**config.mk**
```make
export PLATFORM = sky130hd
export DESIGN_NAME = ahb_burst_master_flat
export DESIGN_NICKNAME = d
export VERILOG_FILES = /design/src/rtl/ahb_burst_master_if.sv /design/src/rtl/ahb_burst_master.sv /design/src/flat_wrapper.sv
export SDC_FILE = /design/constraint.sdc
export NUM_CORES = 1
export LEC_CHECK = 0
export ABC_AREA = 1
export BUFFER_PORTS_ARGS = -buffer_cell sky130_fd_sc_hd__buf_4
export CORE_MARGIN = 3
export CORE_UTILIZATION = 50
export DETAILED_ROUTE_END_ITERATION = 8
export GPL_TIMING_DRIVEN = 1
export PLACE_DENSITY = 0.79
export SETUP_SLACK_MARGIN = 0.3
export SYNTH_ARGS = -nofsm -noshare
export SYNTH_HDL_FRONTEND = slang
export SYNTH_SLANG_ARGS = --single-unit
```
**constraint.sdc**
```tcl
create_clock -name HCLK -period 2.95 [get_ports HCLK]
set_input_delay 0.59 -clock HCLK [delete_from_list [all_inputs] [get_ports HCLK]]
set_output_delay 0.59 -clock HCLK [all_outputs]
set_load 0.01 [all_outputs]
```
**src/rtl/ahb_burst_master_if.sv**
```systemverilog
// ahb_burst_master_if: bundles the command, write-data, read-return and AHB-Lite
// bus signals of the burst master. The master modport is the block's view;
// the slave modport is the view of whatever drives it (front end plus fabric).
interface ahb_burst_master_if #(
   parameter int ADDR_W = 32,
   parameter int DATA_W = 32,
   parameter int LEN_W  = 8
);
   // command channel
   logic              cmd_valid;
   logic              cmd_ready;
   logic [ADDR_W-1:0] cmd_addr;
   logic              cmd_write;
   logic [2:0]        cmd_size;
   logic [2:0]        cmd_burst;
   logic [LEN_W-1:0]  cmd_len;
   // write-data stream
   logic              wd_valid;
   logic              wd_ready;
   logic [DATA_W-1:0] wd_data;
   // read return and completion
   logic              rd_valid;
   logic [DATA_W-1:0] rd_data;
   logic              rd_err;
   logic              done;
   logic              done_err;
   // AHB-Lite
   logic [ADDR_W-1:0] HADDR;
   logic [2:0]        HBURST;
   logic [2:0]        HSIZE;
   logic [1:0]        HTRANS;
   logic              HWRITE;
   logic [DATA_W-1:0] HWDATA;
   logic [DATA_W-1:0] HRDATA;
   logic              HREADY;
   logic              HRESP;

   modport master (
      input  cmd_valid, cmd_addr, cmd_write, cmd_size, cmd_burst, cmd_len,
      input  wd_valid, wd_data, HRDATA, HREADY, HRESP,
      output cmd_ready, wd_ready, rd_valid, rd_data, rd_err, done, done_err,
      output HADDR, HBURST, HSIZE, HTRANS, HWRITE, HWDATA
   );

   modport slave (
      output cmd_valid, cmd_addr, cmd_write, cmd_size, cmd_burst, cmd_len,
      output wd_valid, wd_data, HRDATA, HREADY, HRESP,
      input  cmd_ready, wd_ready, rd_valid, rd_data, rd_err, done, done_err,
      input  HADDR, HBURST, HSIZE, HTRANS, HWRITE, HWDATA
   );
endinterface

```
**src/rtl/ahb_burst_master.sv**
```systemverilog
// ahb_burst_master: AHB-Lite burst master. Takes one command, runs it as a
// pipelined address/data burst (INCR/WRAP addressing, HREADY stalls, BUSY on
// write-data starvation) and reports per-beat read status plus a done pulse.
// Optional build macro: AHB_BURST_ABORT_EN -- cancel the rest of the burst on
// an ERROR response instead of running it to completion.
module ahb_burst_master #(
   parameter int ADDR_W = 32,
   parameter int DATA_W = 32,
   parameter int LEN_W  = 8
) (
   input  logic               HCLK,
   input  logic               HRESETn,
   ahb_burst_master_if.master bus
);
   localparam int MAX_SIZE = $clog2(DATA_W / 8);
   localparam int CNT_W    = (LEN_W + 1 > 5) ? LEN_W + 1 : 5;

   localparam logic [1:0] T_IDLE   = 2'b00;
   localparam logic [1:0] T_BUSY   = 2'b01;
   localparam logic [1:0] T_NONSEQ = 2'b10;
   localparam logic [1:0] T_SEQ    = 2'b11;

`ifdef AHB_BURST_ABORT_EN
   localparam bit ABORT = 1'b1;
`else
   localparam bit ABORT = 1'b0;
`endif

   typedef enum logic [1:0] {S_IDLE, S_ADDR, S_DRAIN} state_t;

   state_t            state_q;
   logic [ADDR_W-1:0] haddr_q, haddr_d;
   logic [ADDR_W-1:0] wmask_q;     // wrap-window mask, bound-1
   logic [2:0]        hsize_q, hburst_q;
   logic              hwrite_q, wrap_q, first_q;
   logic [CNT_W-1:0]  left_q;      // address phases still to issue, incl. current
   logic [DATA_W-1:0] hwdata_q, rd_data_q;
   logic              dph_q;       // a data phase is outstanding on the bus
   logic              err_q;       // sticky: some beat of this burst errored
   logic              rd_valid_q, rd_err_q, done_q, done_err_q;

   logic [CNT_W-1:0]  cmd_beats;
   logic [ADDR_W-1:0] cmd_mask, incr;
   logic [1:0]        htrans;
   logic              stall_wr, addr_go, dph_done, err_first;

   // Beat count and wrap mask of the command being offered.
   always_comb begin
      cmd_beats = CNT_W'(1);
      case (bus.cmd_burst)
         3'd1:       cmd_beats = CNT_W'(bus.cmd_len) + CNT_W'(1);
         3'd2, 3'd3: cmd_beats = CNT_W'(4);
         3'd4, 3'd5: cmd_beats = CNT_W'(8);
         3'd6, 3'd7: cmd_beats = CNT_W'(16);
         default:    cmd_beats = CNT_W'(1);
      endcase
      cmd_mask = (ADDR_W'(cmd_beats) << bus.cmd_size) - ADDR_W'(1);
   end

   // Next beat address: linear for INCR, stays inside the aligned window for WRAP.
   always_comb begin
      incr = ADDR_W'(1) << hsize_q;
      if (wrap_q)
         haddr_d = (haddr_q & ~wmask_q) | ((haddr_q + incr) & wmask_q);
      else
         haddr_d = haddr_q + incr;
   end

   // A write beat cannot go out without its data; the stream's valid must hold
   // until accepted, so the IDLE/BUSY substitution stays stable across wait states.
   assign stall_wr  = hwrite_q & ~bus.wd_valid;
   assign addr_go   = (state_q == S_ADDR) & bus.HREADY & ~stall_wr;
   assign dph_done  = dph_q & bus.HREADY;
   assign err_first = dph_q & bus.HRESP & ~bus.HREADY;

   // Transfer type: first beat never shows BUSY, it waits as IDLE instead.
   always_comb begin
      htrans = T_IDLE;
      if (state_q == S_ADDR) begin
         if (stall_wr) htrans = first_q ? T_IDLE : T_BUSY;
         else          htrans = first_q ? T_NONSEQ : T_SEQ;
      end
   end

   // Burst FSM: command capture, address pipeline, data-phase tracking, completion.
   always_ff @(posedge HCLK or negedge HRESETn) begin
      if (!HRESETn) begin
         state_q    <= S_IDLE;
         haddr_q    <= '0;
         wmask_q    <= '0;
         hsize_q    <= '0;
         hburst_q   <= '0;
         hwrite_q   <= 1'b0;
         wrap_q     <= 1'b0;
         first_q    <= 1'b0;
         left_q     <= '0;
         hwdata_q   <= '0;
         rd_data_q  <= '0;
         dph_q      <= 1'b0;
         err_q      <= 1'b0;
         rd_valid_q <= 1'b0;
         rd_err_q   <= 1'b0;
         done_q     <= 1'b0;
         done_err_q <= 1'b0;
      end else begin
         rd_valid_q <= 1'b0;
         done_q     <= 1'b0;
         done_err_q <= 1'b0;

         if (dph_done) begin
            dph_q <= 1'b0;
            if (!hwrite_q) begin
               rd_valid_q <= 1'b1;
               rd_data_q  <= bus.HRDATA;
               rd_err_q   <= bus.HRESP;
            end
         end
         if (dph_q && bus.HRESP) err_q <= 1'b1;

         case (state_q)
            S_IDLE: begin
               if (bus.cmd_valid) begin
                  if (bus.cmd_size > 3'(MAX_SIZE)) begin
                     // unsupported size: report failure without touching the bus
                     done_q     <= 1'b1;
                     done_err_q <= 1'b1;
                  end else begin
                     haddr_q  <= bus.cmd_addr;
                     hsize_q  <= bus.cmd_size;
                     hburst_q <= bus.cmd_burst;
                     hwrite_q <= bus.cmd_write;
                     wrap_q   <= (bus.cmd_burst[0] == 1'b0) && (bus.cmd_burst != 3'd0);
                     wmask_q  <= cmd_mask;
                     left_q   <= cmd_beats;
                     first_q  <= 1'b1;
                     err_q    <= 1'b0;
                     state_q  <= S_ADDR;
                  end
               end
            end
            S_ADDR: begin
               if (ABORT && err_first) begin
                  // cancel: the pending address phase never completes, go quiet
                  state_q <= S_DRAIN;
               end else if (addr_go) begin
                  dph_q   <= 1'b1;
                  first_q <= 1'b0;
                  if (hwrite_q) hwdata_q <= bus.wd_data;
                  if (left_q == CNT_W'(1)) begin
                     state_q <= S_DRAIN;
                  end else begin
                     haddr_q <= haddr_d;
                     left_q  <= left_q - CNT_W'(1);
                  end
               end
            end
            S_DRAIN: begin
               if (dph_done) begin
                  state_q    <= S_IDLE;
                  done_q     <= 1'b1;
                  done_err_q <= err_q | bus.HRESP;
               end
            end
            default: state_q <= S_IDLE;
         endcase
      end
   end

   assign bus.cmd_ready = (state_q == S_IDLE);
   assign bus.wd_ready  = addr_go & hwrite_q;
   assign bus.HTRANS    = htrans;
   assign bus.HADDR     = haddr_q;
   assign bus.HSIZE     = hsize_q;
   assign bus.HBURST    = hburst_q;
   assign bus.HWRITE    = hwrite_q;
   assign bus.HWDATA    = hwdata_q;
   assign bus.rd_valid  = rd_valid_q;
   assign bus.rd_data   = rd_data_q;
   assign bus.rd_err    = rd_err_q;
   assign bus.done      = done_q;
   assign bus.done_err  = done_err_q;
endmodule
```
**src/flat_wrapper.sv**
```systemverilog
// flat-port wrapper written by rule: the top's interface ports become plain ports
module ahb_burst_master_flat 
#(
   parameter int ADDR_W = 32,
   parameter int DATA_W = 32,
   parameter int LEN_W  = 8
)
  (HCLK, HRESETn, bus_cmd_valid, bus_cmd_addr, bus_cmd_write, bus_cmd_size, bus_cmd_burst, bus_cmd_len, bus_wd_valid, bus_wd_data, bus_HRDATA, bus_HREADY, bus_HRESP, bus_cmd_ready, bus_wd_ready, bus_rd_valid, bus_rd_data, bus_rd_err, bus_done, bus_done_err, bus_HADDR, bus_HBURST, bus_HSIZE, bus_HTRANS, bus_HWRITE, bus_HWDATA);
  ahb_burst_master_if #(.ADDR_W(ADDR_W), .DATA_W(DATA_W), .LEN_W(LEN_W)) bus_i ();
  input  logic HCLK;
  input  logic HRESETn;
  input wire logic [$bits(bus_i.cmd_valid)-1:0] bus_cmd_valid;
  input wire logic [$bits(bus_i.cmd_addr)-1:0] bus_cmd_addr;
  input wire logic [$bits(bus_i.cmd_write)-1:0] bus_cmd_write;
  input wire logic [$bits(bus_i.cmd_size)-1:0] bus_cmd_size;
  input wire logic [$bits(bus_i.cmd_burst)-1:0] bus_cmd_burst;
  input wire logic [$bits(bus_i.cmd_len)-1:0] bus_cmd_len;
  input wire logic [$bits(bus_i.wd_valid)-1:0] bus_wd_valid;
  input wire logic [$bits(bus_i.wd_data)-1:0] bus_wd_data;
  input wire logic [$bits(bus_i.HRDATA)-1:0] bus_HRDATA;
  input wire logic [$bits(bus_i.HREADY)-1:0] bus_HREADY;
  input wire logic [$bits(bus_i.HRESP)-1:0] bus_HRESP;
  output wire logic [$bits(bus_i.cmd_ready)-1:0] bus_cmd_ready;
  output wire logic [$bits(bus_i.wd_ready)-1:0] bus_wd_ready;
  output wire logic [$bits(bus_i.rd_valid)-1:0] bus_rd_valid;
  output wire logic [$bits(bus_i.rd_data)-1:0] bus_rd_data;
  output wire logic [$bits(bus_i.rd_err)-1:0] bus_rd_err;
  output wire logic [$bits(bus_i.done)-1:0] bus_done;
  output wire logic [$bits(bus_i.done_err)-1:0] bus_done_err;
  output wire logic [$bits(bus_i.HADDR)-1:0] bus_HADDR;
  output wire logic [$bits(bus_i.HBURST)-1:0] bus_HBURST;
  output wire logic [$bits(bus_i.HSIZE)-1:0] bus_HSIZE;
  output wire logic [$bits(bus_i.HTRANS)-1:0] bus_HTRANS;
  output wire logic [$bits(bus_i.HWRITE)-1:0] bus_HWRITE;
  output wire logic [$bits(bus_i.HWDATA)-1:0] bus_HWDATA;
  assign bus_i.cmd_valid = bus_cmd_valid;
  assign bus_i.cmd_addr = bus_cmd_addr;
  assign bus_i.cmd_write = bus_cmd_write;
  assign bus_i.cmd_size = bus_cmd_size;
  assign bus_i.cmd_burst = bus_cmd_burst;
  assign bus_i.cmd_len = bus_cmd_len;
  assign bus_i.wd_valid = bus_wd_valid;
  assign bus_i.wd_data = bus_wd_data;
  assign bus_i.HRDATA = bus_HRDATA;
  assign bus_i.HREADY = bus_HREADY;
  assign bus_i.HRESP = bus_HRESP;
  assign bus_cmd_ready = bus_i.cmd_ready;
  assign bus_wd_ready = bus_i.wd_ready;
  assign bus_rd_valid = bus_i.rd_valid;
  assign bus_rd_data = bus_i.rd_data;
  assign bus_rd_err = bus_i.rd_err;
  assign bus_done = bus_i.done;
  assign bus_done_err = bus_i.done_err;
  assign bus_HADDR = bus_i.HADDR;
  assign bus_HBURST = bus_i.HBURST;
  assign bus_HSIZE = bus_i.HSIZE;
  assign bus_HTRANS = bus_i.HTRANS;
  assign bus_HWRITE = bus_i.HWRITE;
  assign bus_HWDATA = bus_i.HWDATA;
  ahb_burst_master #(.ADDR_W(ADDR_W), .DATA_W(DATA_W), .LEN_W(LEN_W)) u_core (.HCLK(HCLK), .HRESETn(HRESETn), .bus(bus_i));
endmodule
```
Word-level counts from Yosys, hierarchy flattened
Index checks and enable logic that the tools add are counted.
{"block": "op_classes", "bitwise": 15, "shift": 2, "n_addsub": 4, "eq_ne": 16, "n_reduce_logical": 14, "n_mux": 41, "n_lt_le_gt_ge": 1}
{"cell": "32-bit 2-to-1 mux", "count": 5}
{"cell": "32-bit bitwise AND", "count": 2}
{"cell": "32-bit one-hot mux with 2 select lines", "count": 1}
{"cell": "9-bit 2-to-1 mux", "count": 4}
{"cell": "9-bit one-hot mux with 4 select lines", "count": 1}
{"cell": "32-bit adder", "count": 1}
{"cell": "32-bit inverter", "count": 1}
{"cell": "32-bit bitwise OR", "count": 1}
{"cell": "1-bit by 3-bit left shift with 32-bit output (first input constant)", "count": 1}
{"cell": "9-bit by 3-bit left shift with 32-bit output", "count": 1}
{"cell": "32-bit by 1-bit subtractor with 32-bit output (second input constant)", "count": 1}
{"cell": "1-bit 2-to-1 mux", "count": 18}
{"cell": "9-bit one-hot mux with 2 select lines", "count": 1}
{"cell": "2-bit 2-to-1 mux", "count": 7}
{"cell": "3-bit equality test (second input constant)", "count": 4}
{"cell": "5-bit AND reduction", "count": 2}
{"cell": "8-bit by 1-bit adder with 9-bit output (second input constant)", "count": 1}
{"cell": "9-bit by 1-bit equality test with 1-bit output (second input constant)", "count": 1}
{"cell": "9-bit by 1-bit subtractor with 9-bit output (second input constant)", "count": 1}
{"cell": "2-bit != test (second input constant)", "count": 4}
{"cell": "3-bit by 2-bit equality test with 1-bit output (second input constant)", "count": 2}
{"cell": "1-bit one-hot mux with 2 select lines", "count": 3}
{"cell": "2-bit one-hot mux with 3 select lines", "count": 1}
{"cell": "3-bit AND reduction", "count": 2}
{"cell": "other kinds (15)", "count": 27}
{"block": "word_totals", "in_bits": 117, "out_inout_bits": 111, "wordCells": 110, "reg_bits": 154}

Longest topological paths before layout
Gate-level depths: netlist of run 1.
{"block": "logic_depth", "word_depth": 8, "ltp_mapped": 18, "depth_no_buf": 18}

Worst setup path before layout of run 1
No wires, ideal clock.
{"block": "synth_timing", "kind": "register -> register", "start": "register u_core.hsize_q[0] (netlist: u_core.bus.HSIZE[0])", "end": "register with a tool-made name", "required_ns": 2.863, "stages_incl_launch_ff": 12, "arrival_time_ns": 2.383, "period_less_slack_ns": 2.470, "slack_ns": 0.480, "n_path_buf": 0, "setup_time_ns": 0.087, "path_cell_list": "dfrtp_1 -> nor3_1 -> ha_1 -> inv_1 -> fa_1 -> o21ai_1 -> a21boi_0 -> o21ai_0 -> nand2_1 -> o21ai_0 -> o2111ai_1 -> a22oi_1"}
{"item": "start, declared", "line_no": "ahb_burst_master.sv:34", "source": "logic [2:0] hsize_q, hburst_q;"}
{"item": "start signal, assigned", "line_no": "ahb_burst_master.sv:129", "source": "hsize_q <= bus.cmd_size;"}

==> impl.org, run 1 <==
** Floorplan
- DIE WIDTH :: 137.8 um
- Row Count :: 47
- Floorplan die height :: 137.8 um
- For this design the top-level I/O count stands at 228.
- Once the floorplan was initialized, standard cells occupied between 50% and 60% of the core.
- The floorplan step defined a die boundary enclosing approximately 19000 um^2.
- The floorplan step defined a core boundary enclosing 16820 um^2.

** Clocking
- The number of clock buffers added by TritonCTS is 17.
- Library cell used as clock root buffer :: sky130_fd_sc_hd__clkbuf_16
- After clock tree synthesis, the clock-pin slew on the worst setup and hold paths is 0.07 ns.
- TritonCTS clock tree :: built
- The H-tree generated during clock tree synthesis spans 4 levels.
- Number of buffers on the longest clock path :: 2
- Clock sink total :: ~150
- The clock reaches the later pin of the worst-skew pair after around 0.43 ns.

** Final layout
- In the final design database the tool counted approximately 1500 nets.
- Share of post-route cells with drive strength above 1 :: between 20 and 30%
- Count of antenna diodes in the layout :: 0
- Finished layout cell area :: between 10000 and 15000 um^2
- Layout-stage area growth over the synthesis result :: 30.87%
- Summing all flip-flop and latch instances after layout gives between 3000 and 4000 um^2.
- The multi-input combinational cells in the finished layout cover a total of 4413 um^2.
- Filler Cells Inserted :: ~1400

** Timing
- For the pin with the worst max-slew slack, the measured transition is approximately 0.8 ns.
- Number of endpoints failing setup at the final stage :: 0
- On the final layout, the worst clock skew is 0.01872 ns.
- After layout, the worst path uses between 80% and 90% of the clock period.
- Adding up every negative setup slack in the final design gives 0 ns.
- Setup repair after global routing missed its margin :: true
- The number of endpoints with negative hold slack in the final report was 0.
- Based on the critical path, the design can be clocked at up to 390.3 MHz.
- Final setup slack of the worst path :: about 0.39 ns
- Worst hold-check slack :: 0.1721 ns
- In this run the tightest slew margin relative to its limit is between 40% and 50%.
- Slew Limit Fails :: 0
- The clock period could shrink to around 2.6 ns.

** Synth
- Number of instances in the synthesized netlist :: around 1100
- Yosys mapped a number of flops with a built-in enable equal to 0.
- Synthesis instantiated between 40 and 50 different standard cells from the library.
- For this run, the number of Yosys warnings is 0.
- Number of nets in the synthesized netlist :: 1265
- Proportion of synthesized flip-flops having asynchronous set or reset :: 100.0%
- Number of storage elements in the synthesis netlist :: approximately 150
- Post-synthesis average cell area :: roughly 7.7 um^2
- Summing the sequential cell areas from Yosys gives 44.08% of the chip area.
- Cell Area, Synth :: just under 9000 um^2
- Most used flip-flop cell after synthesis :: sky130_fd_sc_hd__dfrtp_1

** Critical path
- Critical path fanouts, max :: 4
- STA classifies the critical path startpoint as a register.
- Endpoint arrival time on the critical path :: 2.90 ns
- Req. time, crit path :: 3.29 ns
- STA classifies the critical path endpoint as a register.
- Kind of critical path :: register to register

** Power
- Leak Pwr :: 5.909 nW
- Worst IR drop on VDD :: 0.5449 mV
- Total power for the finished layout comes to roughly 11 mW.
- P per Cell Area :: 985.2 nW/um^2

** Worst hold path
- Class of the most critical hold timing path :: input port to asynchronous set/reset pin

** Global route
- Largest net degree at the start of global routing :: 76
- Aggregate global routing overflow :: 0
- Number of antenna violations at the first check in global routing :: 0
- The first global-routing pass estimated 39760 um of wire.
- Number of global-route vias before repair :: 8054
- Global routing used 26.30% of the available tracks.

** Outcome
- Outcome :: completed

** Route
- The routed design has 25620 um of wire.
- Uppermost metal layer occupied by signal nets :: met4
- Final routed DRC violation total :: 0
- In the detailed route, the total length drawn on met3 is 1614 um.
- The first detailed-routing pass took 6 iterations.
- Via count :: 8612
- The routed design uses approximately 13000 um of met2 wire.
- Ratio of routed vias to standard cells :: between 5 and 6
- The detailed router finished its first iteration with 678 violations.
- For this block, wires on met1 add up to 10890 um.
- Once detail routing completed, the nets flagged for antenna violations numbered 0.
- Detail-routed net length per standard cell :: 16.09 um

** Flow run
- # Max-Cap Violations :: 0

** Placed design
- Number of port buffers :: 227
- Routability congestion estimate from global placement :: 0.9348
- Half-perimeter wire length after placement :: 18630 um
- The placed instances occupy a cell area of around 11000 um^2.
- Before CTS, the worst setup slack after placement is 0.1856 ns.
## cells by family (layout without fill, tap and decap cells)
logic type	Yosys count	count (layout)	synth area share [%]
simple gates	603	603	31.42
compound gates	201	201	13.84
flops	153	153	44.08
buf+inv	142	380	6.367
xor+xnor	18	18	1.815
fa+ha+maj	14	14	2.103
mux	3	3	0.3745
## what timing repair did
item,CTS,global route
buffers inserted,1,6
hold buffers,0,0
setup endpoints to repair,5,25
pin swaps,1,14
gates resized for setup,2,27
## power breakdown
group | switching [mW] | leakage (nW) | internal [mW]
clock network | 0.973 | 0.282 | 1.22
registers | 0.776 | 1.89 | 3.01
logic | 3.00 | 3.74 | 2.23
total | 4.75 | 5.91 | 6.45
## area by class of cell
| class | instances | area share (%) |
|---|---|---|
| sequential | 153 | 33.71 |
| tap | 220 | 2.422 |
| clock buffer | 18 | 3.863 |
| inverter | 99 | 3.269 |
| timing repair buffer | 249 | 16.59 |
| multi-input combinational | 839 | 38.82 |
| clock inverter | 14 | 1.321 |
## critical path: stages (launching register included)
cell and delay [ns]:
sky130_fd_sc_hd__dfrtp_2 0.44, sky130_fd_sc_hd__nor3_2 0.19, sky130_fd_sc_hd__ha_2 0.21, sky130_fd_sc_hd__inv_1 0.06, sky130_fd_sc_hd__fa_2 0.39, sky130_fd_sc_hd__o21ai_4 0.19
sky130_fd_sc_hd__nand2_1 0.08, sky130_fd_sc_hd__nand2_2 0.12, sky130_fd_sc_hd__nand2_4 0.08, sky130_fd_sc_hd__nor2_4 0.15, sky130_fd_sc_hd__nand2_4 0.09, sky130_fd_sc_hd__nor2_4 0.13
sky130_fd_sc_hd__xor2_1 0.15, sky130_fd_sc_hd__nand2_1 0.08, sky130_fd_sc_hd__a22oi_2 0.12
## path summary, 6_finish.rpt
check,start,endpoint,slack [ns],cells past startpoint
worst max-delay path,u_core.bus.HSIZE[0],register,0.39,14
max in group asynchronous,HRESETn,asynchronous set/reset pin,1.99,2
worst min-delay path,HRESETn,u_core.bus.rd_data[16],0.17,1
min in group HCLK,bus_wd_data[31],u_core.bus.HWDATA[31],0.35,3
worst max register to register,u_core.bus.HSIZE[0],register,0.39,14
worst min register to register,u_core.bus.rd_data[14],u_core.bus.rd_data[14],0.47,2
## synthesized netlist by cell type, types with 3 or more instances
| cell | instances | area, um^2 |
|---|---|---|
| sky130_fd_sc_hd__nand2_1 | 373 | 1400 |
| sky130_fd_sc_hd__dfrtp_1 | 153 | 3829 |
| sky130_fd_sc_hd__inv_1 | 90 | 337.8 |
| sky130_fd_sc_hd__o21ai_0 | 73 | 365.4 |
| sky130_fd_sc_hd__nand3_1 | 69 | 345.3 |
| sky130_fd_sc_hd__a21oi_1 | 54 | 270.3 |
| sky130_fd_sc_hd__nor2_1 | 51 | 191.4 |
| sky130_fd_sc_hd__clkbuf_1 | 29 | 108.9 |
| sky130_fd_sc_hd__nand2_2 | 23 | 143.9 |
| sky130_fd_sc_hd__nor3_1 | 23 | 115.1 |
| sky130_fd_sc_hd__nand4_1 | 21 | 131.4 |
| sky130_fd_sc_hd__a22oi_1 | 20 | 150.1 |
| sky130_fd_sc_hd__xor2_1 | 16 | 140.1 |
| sky130_fd_sc_hd__nor2_2 | 14 | 87.58 |
| sky130_fd_sc_hd__ha_1 | 13 | 162.7 |
| sky130_fd_sc_hd__o211ai_1 | 13 | 97.59 |
| sky130_fd_sc_hd__nand3_2 | 12 | 120.1 |
| sky130_fd_sc_hd__buf_2 | 9 | 45.04 |
| sky130_fd_sc_hd__inv_2 | 9 | 33.78 |
| sky130_fd_sc_hd__o21ai_1 | 7 | 35.03 |
| sky130_fd_sc_hd__o21ai_2 | 7 | 61.31 |
| sky130_fd_sc_hd__nor2_4 | 6 | 67.56 |
| sky130_fd_sc_hd__a21boi_0 | 5 | 37.54 |
| sky130_fd_sc_hd__o2111ai_1 | 5 | 43.79 |
| sky130_fd_sc_hd__a31oi_1 | 4 | 25.02 |
| sky130_fd_sc_hd__buf_1 | 3 | 11.26 |
| sky130_fd_sc_hd__or2_2 | 3 | 18.77 |
## cells in the final DEF, fill, tap and decap left out, types with 21 or more instances in the layout
cell	netlist	routed
sky130_fd_sc_hd__inv_1	90	88
sky130_fd_sc_hd__o21ai_0	73	72
sky130_fd_sc_hd__nor2_1	51	48
sky130_fd_sc_hd__nand3_1	69	69
sky130_fd_sc_hd__dfrtp_1	153	150
sky130_fd_sc_hd__buf_4	0	247
sky130_fd_sc_hd__nand2_2	23	22
sky130_fd_sc_hd__nand2_1	373	372
sky130_fd_sc_hd__nand4_1	21	21
sky130_fd_sc_hd__a21oi_1	54	54
## stage by stage
step	std cells	util (%)
finish	1592	67.59
global route	1592	67.59
CTS	1586	66.73
detailed placement	1553	63.16
global placement	1553	63.16
floorplan	1134	-
## routing by layer
metal | vias up | track usage (%)
li1 | 4197 | -
met3 | 49 | 5.223
met1 | 4056 | 35.60
met2 | 310 | 43.00
met4 | 0 | 7.574
met5 | - | 0
(Power assumes the default switching activity.)
==> inputs of run 2 (changes only) <==
Settings changed: CTS_CLUSTER_DIAMETER from default to 40, PLACE_DENSITY 0.79 to 0.76, REMOVE_ABC_BUFFERS from default to 1.
==> run 2 against run 1 <==
Combinational power rose by 0.8%. Clock skew down 0.0061 ns. Register-to-register slack about the same. Die area unchanged. Clock-buffer cell count unchanged. First-iteration DRC count rose by 26%. Critical path depth unchanged. Sequential power shrank 1%. Final cell count rose by 0.25%. Non-clock buffer count up 4. Via count decreased by 0.13%. Largest power group unchanged.
==> impl.org, run 2 (synthesis gave the netlist of run 1 again) <==
** Outcome
- The flow ran to the end, and the final reports show no timing, DRC or antenna violations.

** Final layout
- Most frequent cells in the layout :: sky130_fd_sc_hd__nand2_1, sky130_fd_sc_hd__buf_4, sky130_fd_sc_hd__dfrtp_1
- Relative to the synthesized area, the layout overhead comes to 30.52%.
- Filler Cells Inserted :: 1451 (+2.6%)
- Share of post-route cells with drive strength above 1 :: 28.27% (+0.14 points)
- Final layout net count :: 1494 (+0.27%)
- Count of antenna diodes in the layout :: 0 (unchanged)
- Number of standard cells in the layout, taps in and fillers out :: 1596 (+0.25%)
- Most common cell after layout, fill and taps aside :: sky130_fd_sc_hd__nand2_1
- The area of combinational cells with multiple inputs was 4402 um^2 (-0.26%).
- The sequential cell area in the final layout was 3832 um^2 (unchanged).

** Clocking
- The source-to-sink clock delay at the later pin of the worst-skew pair was 0.42 ns (about the same).
- The number of CTS-inserted buffers was 17 (unchanged).
- Clock sink total :: 153 (unchanged)
- TritonCTS clock tree :: built
- The clock input transition at the sequential cells of the worst setup and hold paths is 0.07 ns (about the same).
- The tree is rooted in a sky130_fd_sc_hd__clkbuf_16.
- Number of buffers inserted by hold repair at cts :: 0 (unchanged)
- Clock H-tree levels :: 4 (unchanged)
- Number of buffers on the longest clock path :: 2 (unchanged)

** Timing
- Number of endpoints failing setup at the final stage :: 0 (unchanged)
- The measured slew at the worst slew-check pin came to 0.8805 ns (+0.08195 ns).
- Slew HR :: 41.23% (-5.5 points)
- The post-route worst hold slack is 0.1565 ns (-0.01560 ns).
- The fraction of the cycle the final worst path needs is 86.90% (about the same).
- Final setup slack of the worst path :: 0.3864 ns (-0.001108 ns)
- Slew Limit Fails :: 0 (unchanged)
- Number of hold-slack violations in the final timing report :: 0 (unchanged)
- The final total negative setup slack was 0 ns (unchanged).
- Time the worst path needs with I/O delays and setup :: 2.564 ns (+0.001108 ns)
- The setup clock skew after layout is 0.01266 ns (-0.006060 ns).
- Peak Freq :: 390.1 MHz (about the same)
- Setup repair after global routing missed its margin :: true

** Power
- Worst IR drop on VDD :: 0.4679 mV (-14%)
- Final Total Pwr :: 11.04 mW (-1.4%)
- The power density over cell area is 974.0 nW/um^2 (-1.1%).
- The leakage component of the power is 5.928 nW (+0.32%).

** Route
- Via count :: 8601 (-0.13%)
- Violation count after the first detailed-routing iteration :: 851 (+26%)
- Final routed DRC violation total :: 0 (unchanged)
- The final wirelength was 26030 um (+1.6%).
- The routed length per placed instance came to 16.31 um (+1.3%).
- The via count normalized by instance count is 5.389 (-0.38%).
- The remaining antenna violation count was 0 (unchanged).
- Pre-Repair DR Iteration Count :: 5 (-1)

** Critical path
- On the critical path, the stage with the largest delay is an instance of sky130_fd_sc_hd__dfrtp_2.
- Req. time, crit path :: 3.29 ns (about the same)
- The arrival time of data at the critical path endpoint came to 2.90 ns (about the same).
- Max incr delay on CP :: 0.44 ns (about the same)
- Critical path fanouts, max :: 5 (+1)
- Critical R2R Launch :: u_core.bus.HSIZE[1]
- The critical path goes through nor3_2, ha_2, inv_2, fa_2, o21ai_4, nand2_2, nand2_4, nand2_4, nor2_4, nand2_4, nor2_4, xor2_1, nand2_1, a22oi_1.
- Critical path origin :: u_core.bus.HSIZE[1]
- STA classifies the critical path endpoint as a register.
- Startpoint type of the worst setup path :: register
- Most Frequent Cell on Critical Path :: sky130_fd_sc_hd__nand2_4
- Kind of critical path :: register to register

** Global route
- The maximum number of pins on one net before global-route repair came to 67 (-12%).
- The total routing usage reported by global routing was 26.63% (+0.32 points).
- The number of antenna violations at the first check in global routing is 0 (unchanged).
- The total congestion overflow after global routing was 0 (unchanged).
- The global-route wire length before repair was 40170 um (+1.0%).
- Number of global-route vias before repair :: 8073 (+0.24%)

** Floorplan
- The die area was 18990 um^2 (unchanged).
- DIE WIDTH :: 137.8 um (unchanged)
- The die extent in y is 137.8 um (unchanged).
- The cell row count came to 47 (unchanged).
- Boundary pin count :: 228 (unchanged)
- Effective utilization at floorplan :: 51.64% (unchanged)
- The placeable core region came to 16820 um^2 (unchanged).

** Placed design
- Total instance count after detailed placement :: 1554 (+0.064%)
- Half-perimeter wire length after placement :: 18880 um (+1.4%)
- Number of port buffers :: 227 (unchanged)
- The worst-case setup slack after placement was 0.06042 ns (-0.1252 ns).
- Routability congestion estimate from global placement :: 0.9684 (+3.6%)

** Worst hold path
- The min-delay analysis places its worst path in the category input port to asynchronous set/reset pin.

** Flow run
- The count of max-cap constraint violations is 0 (unchanged).
-- run 2: repair_timing --
| item | CTS | global route |
|---|---|---|
| hold endpoints to repair | 0 | 0 |
| pin swaps | 2 | 12 |
| gates resized for setup | 8 | 22 |
| endpoints found under the setup margin | 8 | 21 |
| buffers inserted | 1 | 9 |
-- run 2: layer usage --
metal / vias to the layer above / GRT usage, % / share of wire [%]
met4: 0 / 8.727 / 2.0
met1: 4049 / 36.42 / 43
met3: 46 / 4.383 / 5.6
li1: 4204 / - / -
met2: 302 / 43.25 / 49
met5: - / 0 / 0
-- run 2: cell type report --
class	instances	share of cell area, %
repair buffers	253	16.90
clock inverters	14	0.9822
multi-input cells	839	38.83
inverters	99	3.278
well taps	220	2.428
clock buffers	18	3.785
flip-flops and latches	153	33.80
-- run 2: critical path: cells and delay by family (launching register included) --
kind / cells / cell delay [ns]
AND/OR/NAND/NOR: 8 / 0.86
adder cells (fa/ha/maj): 2 / 0.60
flip-flops: 1 / 0.44
AO/OA/AOI/OAI: 2 / 0.37
XOR/XNOR: 1 / 0.15
buffers and inverters: 1 / 0.04
-- run 2: path summary, 6_finish.rpt --
check / endpoint / slack [ns] / depth (start not counted)
setup / recovery: register / 0.39 / 14
hold / removal: u_core.bus.rd_data[26] / 0.16 / 1
setup reg to reg: register / 0.39 / 14
hold reg to reg: u_core.bus.rd_data[14] / 0.47 / 2
max in group asynchronous: asynchronous set/reset pin / 2.00 / 2
min in group HCLK: u_core.bus.HWDATA[6] / 0.36 / 3
-- run 2: per-stage QoR --
stage	cell area [um^2]	utilization [%]
4_1_cts	11200	66.61
6_report	11340	67.41
3_5_place_dp	10630	63.20
5_1_grt	11340	67.41
2_1_floorplan	8504	-
3_3_place_gp	10630	63.20
-- run 2: where the power goes --
part / internal (mW) / total, mW / switching, mW / leakage, nW
clock: 1.10 / 2.04 / 0.941 / 0.270
sequential: 3.01 / 3.74 / 0.735 / 1.89
combinational: 2.23 / 5.26 / 3.03 / 3.77
total: 6.33 / 11.0 / 4.71 / 5.93
==> inputs of run 3 (changes only) <==
Settings changed: CELL_PAD_IN_SITES_DETAIL_PLACEMENT from default to 2, CELL_PAD_IN_SITES_GLOBAL_PLACEMENT from default to 2, CORE_UTILIZATION 50 to 30, PLACE_DENSITY 0.76 to default, PLACE_DENSITY_LB_ADDON from default to 0.1.
==> run 3 against run 2 <==
Cell area grew 5.3%. Largest power group unchanged. First-iteration DRC count shrank 55%. Total power grew 9.4%. Wire length grew 35%. Worst setup slack lost 0.13 ns. Critical path depth grew 1. Core utilization shrank 25 points. Highest routed layer unchanged. Combinational power grew 11%. Hold slack lost 0.034 ns.
==> impl.org, run 3 (synthesis gave the netlist of run 1 again) <==
** Outcome
- Outcome :: completed

** Floorplan
- Floorplan die height :: 176.2 um (+28%)
- Die ar. :: 31030 um^2 (+63%)
- Boundary pin count :: 228 (unchanged)
- Row Count :: 61 (+30%)
- Core Region :: 28160 um^2 (+67%)
- The horizontal die dimension came to 176.2 um (+28%).
- Effective utilization at floorplan :: 30.84% (-21 points)

** Clocking
- The buffer levels on the longest clock path was 2 (unchanged).
- The number of CTS-inserted buffers came to 17 (unchanged).
- Number of buffers inserted by hold repair at cts :: 0 (unchanged)
- Library cell used as clock root buffer :: sky130_fd_sc_hd__clkbuf_16
- Clock transition at the registers of the reported paths :: 0.07 ns (about the same)
- Clock sink total :: 153 (unchanged)
- Skew-Pair Late Insertion Delay :: 0.44 ns (+0.02 ns)
- The number of H-tree levels was 4 (unchanged).
- TritonCTS built the clock tree.

** Route
- Ratio of routed vias to standard cells :: 5.049 (-6.3%)
- Final routed DRC violation total :: 0 (unchanged)
- The number of design-rule violations left by the first detailed-router iteration came to 380 (-55%).
- Via count :: 8946 (+4.0%)
- The final wirelength was 35270 um (+35%).
- Pre-Repair DR Iteration Count :: 4 (-1)
- The remaining antenna violation count came to 0 (unchanged).
- Detail-routed net length per standard cell :: 19.90 um (+22%)

** Placed design
- Half-perimeter wire length after placement :: 24820 um (+31%)
- Standard cell area after detailed placement :: 10870 um^2 (+2.3%)
- Worst Setup Slack post-DPL :: -0.1312 ns (-0.1916 ns)
- The port buffer count came to 227 (unchanged).
- The routability-driven placement congestion ratio is 0.8677 (-10%).
- Total instance count after detailed placement :: 1716 (+10%)

** Worst hold path
- Class of the most critical hold timing path :: input port to asynchronous set/reset pin

** Final layout
- Finished layout cell area :: 11930 um^2 (+5.3%)
- Multi-input gate area :: 4551 um^2 (+3.4%)
- From synthesis to final layout, the design area changed by 37.38%.
- Area taken by flip-flops and latches :: 3831 um^2 (about the same)
- Count of antenna diodes in the layout :: 0 (unchanged)
- The number of nets in the finished design was 1512 (+1.2%).
- Most common cell after layout, fill and taps aside :: sky130_fd_sc_hd__nand2_1
- The number of fillers in the final layout was 3195 (+120%).
- Share of post-route cells with drive strength above 1 :: 30.42% (+2.1 points)
- Most frequent cells in the layout :: sky130_fd_sc_hd__nand2_1, sky130_fd_sc_hd__buf_4, sky130_fd_sc_hd__dfrtp_1
- The final non-filler cell total was 1772 (+11%).

** Critical path
- Critical R2R Launch :: u_core.bus.HSIZE[2]
- Startpoint type of the worst setup path :: register
- Critical path origin :: u_core.bus.HSIZE[2]
- The data required time of the critical path is 3.30 ns (about the same).
- STA classifies the critical path endpoint as a register.
- The worst-case reg-to-reg path depth was 15 (+1).
- The arrival time of data at the critical path endpoint came to 3.05 ns (+0.15 ns).
- The critical path is of the register to register type.
- Reg2Reg Setup Slack :: 0.25 ns (-0.13 ns)
- Critical path fanouts, max :: 6 (+1)

** Timing
- Fraction of the cycle the final worst path needs :: 91.39% (+4.5 points)
- The max-slew violation total from the final report is 0 (unchanged).
- Final total negative setup slack :: 0 ns (unchanged)
- The maximum clock frequency was 370.9 MHz (-4.9%).
- The measured slew at the worst slew-check pin is 0.6263 ns (-0.2542 ns).
- Setup repair after global routing missed its margin :: true
- The relative max-transition margin came to 58.24% (+17 points).
- The worst setup margin was 0.2541 ns (-0.1324 ns).
- The setup clock skew after layout was 0.01631 ns (+0.003644 ns).
- Number of hold-slack violations in the final timing report :: 0 (unchanged)
- The minimum clock period came to 2.696 ns (+0.1324 ns).
- The final setup violation count came to 0 (unchanged).

** Global route
- The maximum number of pins on one net before global-route repair was 57 (-15%).
- Global-route wire length before repair :: 54050 um (+35%)
- The number of antenna violations at the first check in global routing is 0 (unchanged).
- Aggregate global routing overflow :: 0 (unchanged)
- The via count of the first global-routing pass is 9612 (+19%).
- The total routing usage reported by global routing is 21.92% (-4.7 points).

** Power
- Final Total Pwr :: 12.08 mW (+9.4%)
- P per Cell Area :: 1012 nW/um^2 (+3.9%)
- The sequential share of power is 31.4% (-2.5 points).
- The leakage component of the power is 6.089 nW (+2.7%).
- The fraction of power consumed by the clock network came to 20.1% (+1.6 points).
- Combinational power share :: 48.5% (+0.9 points)
- Internal power contribution :: 6.792 mW (+7.3%)
- The switching power share of the total is 43.77% (+1.1 points).
- The net switching component of the power came to 5.287 mW (+12%).
- Worst IR drop on VDD :: 0.5769 mV (+23%)

** Flow run
- The count of max-cap constraint violations is 0 (unchanged).
-- run 3: how the worst min path moves through the flow --
stage / cells past startpoint / to
finish: 1 / asynchronous set/reset pin
global route: 1 / asynchronous set/reset pin
CTS: 1 / asynchronous set/reset pin
detailed placement: 2 / u_core.bus.rd_data[24]
global placement: 2 / u_core.bus.HWDATA[30]
floorplan: 0 / asynchronous set/reset pin
-- run 3: stage by stage --
stage	hold WS (ns)	util, %
5_1_grt	0.1538	42.37
6_report	0.1221	42.37
3_3_place_gp	0.4551	38.60
3_5_place_dp	0.4629	38.60
4_1_cts	0.1364	41.14
2_1_floorplan	0.2944	-
-- run 3: final cells by class --
cell class | instances | area share, %
well taps | 378 | 3.964
inverters | 99 | 3.177
repair buffers | 271 | 17.32
clock buffers | 18 | 3.597
flip-flops and latches | 153 | 32.11
multi-input cells | 839 | 38.14
clock inverters | 14 | 1.699
-- run 3: worst max-delay path, cell delays in order (launching register included) --
cell and delay [ns]:
sky130_fd_sc_hd__dfrtp_2 0.47, sky130_fd_sc_hd__nor3_2 0.25, sky130_fd_sc_hd__ha_2 0.25, sky130_fd_sc_hd__inv_2 0.05, sky130_fd_sc_hd__fa_2 0.39, sky130_fd_sc_hd__o21ai_4 0.22
sky130_fd_sc_hd__nand2_2 0.10, sky130_fd_sc_hd__nand2_4 0.11, sky130_fd_sc_hd__nand2_4 0.06, sky130_fd_sc_hd__nor2_4 0.11, sky130_fd_sc_hd__nand2_4 0.08, sky130_fd_sc_hd__nor2_4 0.14
sky130_fd_sc_hd__nand2_1 0.07, sky130_fd_sc_hd__nand2_1 0.06, sky130_fd_sc_hd__nand4_1 0.08, sky130_fd_sc_hd__a21boi_1 0.17
-- run 3: routing by layer --
metal	up-vias	wire [um]	GRT usage, %
met5	-	0	0
met4	0	606	5.114
met1	4526	15400	29.01
met2	165	18090	37.62
met3	30	1170	3.527
li1	4225	-	-
-- run 3: what timing repair did --
action | 4_1_cts | 5_1_grt
cloned | 0 | 0
buffers inserted | 3 | 21
resized for setup | 19 | 44
pin swaps | 5 | 22
endpoints found under the setup margin | 20 | 23
-- run 3: power by group through the flow --
| stage | Combinational, mW | Clock [mW] | Sequential, mW |
|---|---|---|---|
| detailed placement | 5.42 | 0 | 3.79 |
| global placement | 5.23 | 0 | 3.74 |
| floorplan | 2.62 | 0 | 3.90 |
| global route | 6.49 | 2.57 | 3.93 |
| CTS | 5.55 | 2.49 | 3.77 |
| finish | 5.85 | 2.43 | 3.80 |
